### config.mk
export PLATFORM = sky130hd
export DESIGN_NAME = ioctl_loader_flat
export DESIGN_NICKNAME = d
export VERILOG_FILES = /design/src/rtl/ioctl_loader_if.sv /design/src/rtl/ioctl_loader.sv /design/src/flat_wrapper.sv
export SDC_FILE = /design/constraint.sdc
export NUM_CORES = 1
export LEC_CHECK = 0
export CAP_MARGIN = 30
export CORE_UTILIZATION = 45
export DETAILED_ROUTE_END_ITERATION = 10
export GPL_TIMING_DRIVEN = 0
export PLACE_DENSITY = 0.69
export SETUP_SLACK_MARGIN = 0.05
export SLEW_MARGIN = 5
export SYNTH_ARGS = -nofsm -noshare
export SYNTH_HDL_FRONTEND = slang
export SYNTH_SLANG_ARGS = --single-unit
### constraint.sdc
create_clock -name clk_sys -period 4.05 [get_ports clk_sys]
set_clock_uncertainty 0.2 [all_clocks]
set_input_delay 0.81 -clock clk_sys [delete_from_list [all_inputs] [get_ports clk_sys]]
set_output_delay 0.81 -clock clk_sys [all_outputs]
set_load 0.02 [all_outputs]
### src/rtl/ioctl_loader_if.sv
// ioctl download bus between hps_io (master) and the loader (slave).
interface ioctl_loader_if;
   logic        ioctl_download;
   logic [7:0]  ioctl_index;
   logic        ioctl_wr;
   logic [24:0] ioctl_addr;
   logic [7:0]  ioctl_dout;
   logic        ioctl_wait;

   modport master (
      output ioctl_download, ioctl_index, ioctl_wr, ioctl_addr, ioctl_dout,
      input  ioctl_wait
   );

   modport slave (
      input  ioctl_download, ioctl_index, ioctl_wr, ioctl_addr, ioctl_dout,
      output ioctl_wait
   );
endinterface

### src/rtl/ioctl_loader.sv
// Demultiplexes the hps_io download stream into a back-pressured ROM write
// stream, palette PROM writes, DIP bytes and the hardware-type byte.
module ioctl_loader #(
   parameter int unsigned FIFO_DEPTH = 4,
   parameter logic [24:0] PAL_BASE   = 25'h18000,
   parameter logic [7:0]  DIP_INDEX  = 8'd254,
   parameter logic [7:0]  HW_INDEX   = 8'd1
) (
   input  logic               clk_sys,
   input  logic               reset_n,
   ioctl_loader_if.slave      ioctl,
   output logic               rom_download,
   output logic               rom_wr,
   output logic [24:0]        rom_addr,
   output logic [7:0]         rom_data,
   input  logic               rom_ready,
   output logic               pal_wr,
   output logic [4:0]         pal_addr,
   output logic [7:0]         pal_data,
   output logic [63:0]        dip_bus,
   output logic [7:0]         hwtype,
   output logic               load_done,
   output logic [24:0]        byte_count,
   output logic [15:0]        checksum
);

   localparam int unsigned AW = $clog2(FIFO_DEPTH);
   localparam int unsigned CW = AW + 1;

   typedef enum logic [1:0] {IDLE, LOAD, DRAIN} state_t;
   typedef struct packed {
      logic [24:0] addr;
      logic [7:0]  data;
   } entry_t;

   state_t          state, state_nxt;
   entry_t          mem [FIFO_DEPTH];
   entry_t          push_ent, head_nxt;
   logic [AW-1:0]   wptr, rptr, rptr_nxt;
   logic [CW-1:0]   count, count_nxt;
   logic            rom_sel, full, push, pop, wait_nxt;

   assign rom_sel  = ioctl.ioctl_wr && (ioctl.ioctl_index == 8'd0) && (state == LOAD);
   assign full     = (count == CW'(FIFO_DEPTH));
   // rom_wr mirrors (count != 0), so a handshake always pops a live entry
   assign pop      = rom_wr && rom_ready;
   // a push into a full FIFO is only legal when the head leaves the same cycle
   assign push     = rom_sel && (!full || pop);
   assign push_ent = '{addr: ioctl.ioctl_addr, data: ioctl.ioctl_dout};

   // Next occupancy and next head; a push into an emptying FIFO bypasses storage
   always_comb begin
      count_nxt = count + CW'(push) - CW'(pop);
      rptr_nxt  = pop ? rptr + AW'(1) : rptr;
      head_nxt  = mem[rptr_nxt];
      if (push && ((count - CW'(pop)) == '0))
         head_nxt = push_ent;
   end

   // Stall the source one entry early, and hold it off while a new index-0
   // session waits for the previous one to drain
   always_comb begin
      wait_nxt = (count_nxt >= CW'(FIFO_DEPTH - 1)) ||
                 (ioctl.ioctl_download && (ioctl.ioctl_index == 8'd0) && (state_nxt != LOAD));
   end

   // FIFO storage; contents are don't-care until written
   always_ff @(posedge clk_sys) begin
      if (push)
         mem[wptr] <= push_ent;
   end

   // FIFO pointers and the registered head presented to the core
   always_ff @(posedge clk_sys or negedge reset_n) begin
      if (!reset_n) begin
         wptr             <= '0;
         rptr             <= '0;
         count            <= '0;
         rom_wr           <= 1'b0;
         rom_addr         <= '0;
         rom_data         <= '0;
         ioctl.ioctl_wait <= 1'b0;
      end else begin
         if (push)
            wptr <= wptr + AW'(1);
         rptr             <= rptr_nxt;
         count            <= count_nxt;
         rom_wr           <= (count_nxt != '0);
         ioctl.ioctl_wait <= wait_nxt;
         if (count_nxt != '0) begin
            rom_addr <= head_nxt.addr;
            rom_data <= head_nxt.data;
         end
      end
   end

   // Session statistics, cleared as a new index-0 session starts
   always_ff @(posedge clk_sys or negedge reset_n) begin
      if (!reset_n) begin
         byte_count <= '0;
         checksum   <= '0;
      end else if (state == IDLE && state_nxt == LOAD) begin
         byte_count <= '0;
         checksum   <= '0;
      end else if (push) begin
         byte_count <= byte_count + 25'd1;
         checksum   <= checksum + {8'd0, ioctl.ioctl_dout};
      end
   end

   // Palette PROM writes, one cycle behind the source strobe, never stalled
   always_ff @(posedge clk_sys or negedge reset_n) begin
      if (!reset_n) begin
         pal_wr   <= 1'b0;
         pal_addr <= '0;
         pal_data <= '0;
      end else begin
         pal_wr <= rom_sel && (ioctl.ioctl_addr[24:5] == PAL_BASE[24:5]);
         if (rom_sel && (ioctl.ioctl_addr[24:5] == PAL_BASE[24:5])) begin
            pal_addr <= ioctl.ioctl_addr[4:0];
            pal_data <= ioctl.ioctl_dout;
         end
      end
   end

   // DIP bytes and hardware type, accepted regardless of session state
   always_ff @(posedge clk_sys or negedge reset_n) begin
      if (!reset_n) begin
         dip_bus <= '0;
         hwtype  <= 8'hFF;
      end else if (ioctl.ioctl_wr) begin
         if (ioctl.ioctl_index == DIP_INDEX && ioctl.ioctl_addr[24:3] == '0)
            dip_bus[{ioctl.ioctl_addr[2:0], 3'b000} +: 8] <= ioctl.ioctl_dout;
         if (ioctl.ioctl_index == HW_INDEX)
            hwtype <= ioctl.ioctl_dout;
      end
   end

   // Session state register
   always_ff @(posedge clk_sys or negedge reset_n) begin
      if (!reset_n)
         state <= IDLE;
      else
         state <= state_nxt;
   end

   // Session transitions; DRAIN ends only once the last ROM write is taken
   always_comb begin
      state_nxt = state;
      case (state)
         IDLE:    if (ioctl.ioctl_download && ioctl.ioctl_index == 8'd0) state_nxt = LOAD;
         LOAD:    if (!ioctl.ioctl_download) state_nxt = DRAIN;
         DRAIN:   if (count == '0) state_nxt = IDLE;
         default: state_nxt = IDLE;
      endcase
   end

   // Session outputs; load_done is high for the single DRAIN->IDLE cycle
   always_comb begin
      rom_download = (state != IDLE);
      load_done    = (state == DRAIN) && (count == '0);
   end

endmodule
### src/flat_wrapper.sv
// flat-port wrapper written by rule: the top's interface ports become plain ports
module ioctl_loader_flat 
#(
   parameter int unsigned FIFO_DEPTH = 4,
   parameter logic [24:0] PAL_BASE   = 25'h18000,
   parameter logic [7:0]  DIP_INDEX  = 8'd254,
   parameter logic [7:0]  HW_INDEX   = 8'd1
)
  (clk_sys, reset_n, rom_download, rom_wr, rom_addr, rom_data, rom_ready, pal_wr, pal_addr, pal_data, dip_bus, hwtype, load_done, byte_count, checksum, ioctl_ioctl_download, ioctl_ioctl_index, ioctl_ioctl_wr, ioctl_ioctl_addr, ioctl_ioctl_dout, ioctl_ioctl_wait);
  ioctl_loader_if ioctl_i ();
  input  logic clk_sys;
  input  logic reset_n;
  output logic rom_download;
  output logic rom_wr;
  output logic [24:0] rom_addr;
  output logic [7:0] rom_data;
  input  logic rom_ready;
  output logic pal_wr;
  output logic [4:0] pal_addr;
  output logic [7:0] pal_data;
  output logic [63:0] dip_bus;
  output logic [7:0] hwtype;
  output logic load_done;
  output logic [24:0] byte_count;
  output logic [15:0] checksum;
  input wire logic [$bits(ioctl_i.ioctl_download)-1:0] ioctl_ioctl_download;
  input wire logic [$bits(ioctl_i.ioctl_index)-1:0] ioctl_ioctl_index;
  input wire logic [$bits(ioctl_i.ioctl_wr)-1:0] ioctl_ioctl_wr;
  input wire logic [$bits(ioctl_i.ioctl_addr)-1:0] ioctl_ioctl_addr;
  input wire logic [$bits(ioctl_i.ioctl_dout)-1:0] ioctl_ioctl_dout;
  output wire logic [$bits(ioctl_i.ioctl_wait)-1:0] ioctl_ioctl_wait;
  assign ioctl_i.ioctl_download = ioctl_ioctl_download;
  assign ioctl_i.ioctl_index = ioctl_ioctl_index;
  assign ioctl_i.ioctl_wr = ioctl_ioctl_wr;
  assign ioctl_i.ioctl_addr = ioctl_ioctl_addr;
  assign ioctl_i.ioctl_dout = ioctl_ioctl_dout;
  assign ioctl_ioctl_wait = ioctl_i.ioctl_wait;
  ioctl_loader #(.FIFO_DEPTH(FIFO_DEPTH), .PAL_BASE(PAL_BASE), .DIP_INDEX(DIP_INDEX), .HW_INDEX(HW_INDEX)) u_core (.clk_sys(clk_sys), .reset_n(reset_n), .ioctl(ioctl_i), .rom_download(rom_download), .rom_wr(rom_wr), .rom_addr(rom_addr), .rom_data(rom_data), .rom_ready(rom_ready), .pal_wr(pal_wr), .pal_addr(pal_addr), .pal_data(pal_data), .dip_bus(dip_bus), .hwtype(hwtype), .load_done(load_done), .byte_count(byte_count), .checksum(checksum));
endmodule
==> results.cfg <==
[pwr]
p_comb_share_pct = 25.4
p_int_mw = 6.62
power_density_mw_per_mm2 = 554
seq_power_share_pct = 39.0
p_leak_nw = 6.84
switchingPower_mw = 2.60
peakVddDrop_v = 0.000324
clkPwrFrac_pct = 35.6
swShare_pct = 28.2

[setup_path]
start_kind = input port
ff2ff_path_depth = 13
critPathRequiredTime_ns = 4.24
rrSetupSlack_ns = 0.66
path_class = in -> reg
r2r_start = u_core.state[1]
crit_path_start = ioctl_ioctl_addr[4]
cp_max_fo = 8
r2r-end = u_core.rom_addr[11]
cp.arrival_ns = 4.04
end_kind = flop

[sta]
finalHoldViolCount = 0
drv_slew = 0
worst_slew_pin_slew_ns = 0.873
slew_headroom_pct = 41.3
fin_tns_setup_ns = 0
period_minus_slack_ns = 3.85
finalSetupViolCount = 0
final_min_period_over_clock_period_pct = 95.1
setup_ws_ns = 0.198
fmax_mhz = 260
worst_hold_slack_ns = 0.0465
rsz0062_at_grt = false

[yosys]
synth-compound-area-share_pct = 4.26
ys_async_sr_fraction_pct = 56.4
netlist_top_cells_count = dfrtp_1 (163), edfxtp_1 (132), mux2_2 (77)
synth-xor-area-share_pct = 2.35
synth_mux_area_share_pct = 16.0
synth_fa_ha_area_share_pct = 2.19
avgSynthCellArea_sq_um = 14.8
synthCells = 853
syn_area_sq_mm = 0.0127
yosysWarnings = 0
synthTopCellsByArea = dfrtp_1 (32%), edfxtp_1 (31%), mux2_2 (6.9%), mux4_2 (5.9%), mux2i_1 (2.6%)
synth_top_area_cell = dfrtp_1
synth_top_family_by_area = multiplexers
syn-num-nets = 920
synth-simple-area-share_pct = 7.85
synth_cell_type_count = 58
synth_edf_count = 132
synth-seq-area-share_pct = 65.2
yosysMostFrequentCell = dfrtp_1
ys.flop_type = dfrtp_1
netlist.area_leader.share_pct = 32.2
ys_ff_latch = 303

[routing]
wl_per_cell_um = 19.5
drt_first_pass_iters = 5
drtIter0Drc = 441
avgViaCountPerCell = 5.27
drt-total-wl_mm = 29.4
ant_nets = 0
num_vias = 7967
drcViolationCount = 0

[grt]
grt_pass1_vias = 8202
grt-ovfl-total = 0
grt_pass1_wl_mm = 46.0
antenna_found_initial = 0
grt_use_total_pct = 20.9
grt_start_max_net_pins = 103

[place]
port_buffers = 209
hpwlAfterDp_mm = 20.0
placed_area_sq_mm = 0.0154
post-place-ws_ns = -1.20
gp_congestion = 0.807

[finish]
design_area_sq_mm = 0.0166
drive_gt1_share_pct = 18.8
nNetsFinal = 1173
multi_input_area_sq_mm = 0.00417
final-seq-area_sq_mm = 0.00825
diodes = 0
fillers = 2193
final_util_pct = 60.0
syn2layout_area_growth_pct = 31.5

[cts]
cts-buffers-inserted = 35
cts.path.max_buffers = 3
cts_tree = done
clk_latency_ns = 0.51
htreeDepth = 2
cts_hold_buf = 0
clock-root-buffer = clkbuf_16
cts.sinks = 303
cts.clk_slew.worst_paths_ns = 0.06

[run_status]
status = complete, no violations

[die]
core_sq_mm = 0.0277
start_util_pct = 45.7
fp.dieH_um = 170
die_w_um = 170
rows = 61
pin_count = 210
die_area_sq_mm = 0.0288

[hold_path]
worstHoldPathType = in -> async

[run]
maxCapViolations = 0
area by class of cell:
| cell class | instances | area share, % |
|---|---|---|
| clock inverter | 18 | 1.23 |
| buffer | 38 | 1.11 |
| sequential | 303 | 49.6 |
| timing repair buffer | 216 | 13.4 |
| clock buffer | 46 | 6.20 |
| inverter | 23 | 0.519 |
| multi-input combinational | 489 | 25.1 |
| tap | 378 | 2.84 |
per-layer routing:
layer	routed length [um]	global-route usage (%)	vias to the layer above
li1	-	-	3683
met1	12700	27.6	4022
met2	14200	34.3	221
met3	1910	4.99	41
met4	627	5.99	0
met5	0	0	-
placed cells by master, fill, tap and decap left out, drive strengths merged, types with 2 or more instances in the layout:
master and count:
inv 24, dfrtp 163, a21o 2, nand3 14, a211oi 4, nor4 12, fa 2, ha 19
a21oi 19, nor4b 2, edfxtp 132, clkinv 12, nor2 37, buf 20, xnor2 20, or3 8
mux2 85, a311oi 3, or4 2, nand2 65, mux2i 33, a22o 2, o21ai 42, nor3 6
a2111o 2, bufinv 4, and2 10, dfstp 8, clkdlybuf4s50 208, and4 7, and3 6, nand4 17
xor2 14, nand2b 4, mux4 33, a2111oi 5, clkbuf 72
power by group through the flow:
stage | clock network (mW) | logic, mW | registers, mW
6_report | 3.28 | 2.34 | 3.60
5_1_grt | 3.48 | 2.58 | 3.62
4_1_cts | 3.37 | 2.37 | 3.60
3_5_place_dp | 0 | 2.35 | 3.66
3_3_place_gp | 0 | 2.31 | 3.65
2_1_floorplan | 0 | 1.28 | 3.85
stage by stage:
stage | power, mW | instances
2_1_floorplan | 5.13 | 853
3_3_place_gp | 5.96 | 1440
3_5_place_dp | 6.00 | 1445
4_1_cts | 9.33 | 1509
5_1_grt | 9.68 | 1511
6_report | 9.22 | 1511
repair_timing:
item / CTS / global route
setup endpoints to repair: 34 / 34
pin swaps: 0 / 1
gates resized for setup: 6 / 8
buffers inserted: 0 / 1
kinds of logic (layout without fill, tap and decap cells):
group / count (synthesis) / in the layout
AND/OR/NAND/NOR: 195 / 195
multiplexers: 151 / 151
buffers and inverters: 61 / 341
adder cells (fa/ha/maj): 21 / 21
XOR/XNOR: 34 / 34
flip-flops: 303 / 303
AO/OA/AOI/OAI: 88 / 88
how the worst max path moves through the flow:
stage / end / slack [ns] / depth (start not counted)
after detailed placement: u_core.rom_addr[22] / -1.20 / 14
after global routing: u_core.rom_addr[4] / 0.003 / 15
after CTS: u_core.rom_addr[22] / 0.08 / 14
after global placement: u_core.byte_count[9] / -5.49 / 1
after floorplan: u_core.rom_addr[10] / 0.34 / 13
final: u_core.dip_bus[7] / 0.20 / 7
critical path, stage by stage:
cell and delay [ns]:
clkdlybuf4s50_1 0.64, or4b_1 0.63, nor4_2 0.68, nor4b_2 0.48, and4_1 0.27, buf_4 0.18
mux2_1 0.33
state kept, by name, indices dropped and copies added (netlist names):
name,flops
u_core.mem,132
u_core.dip_bus,64
u_core.byte_count,25
u_core.rom_addr,25
u_core.checksum,16
u_core.hwtype,8
u_core.pal_data,8
u_core.rom_data,8
u_core.pal_addr,5
u_core.count,3
u_core.rptr,2
u_core.state,2
u_core.wptr,2
u_core.ioctl.ioctl_wait,1
u_core.pal_wr,1
u_core.rom_wr,1
(Power assumes the default switching activity.)
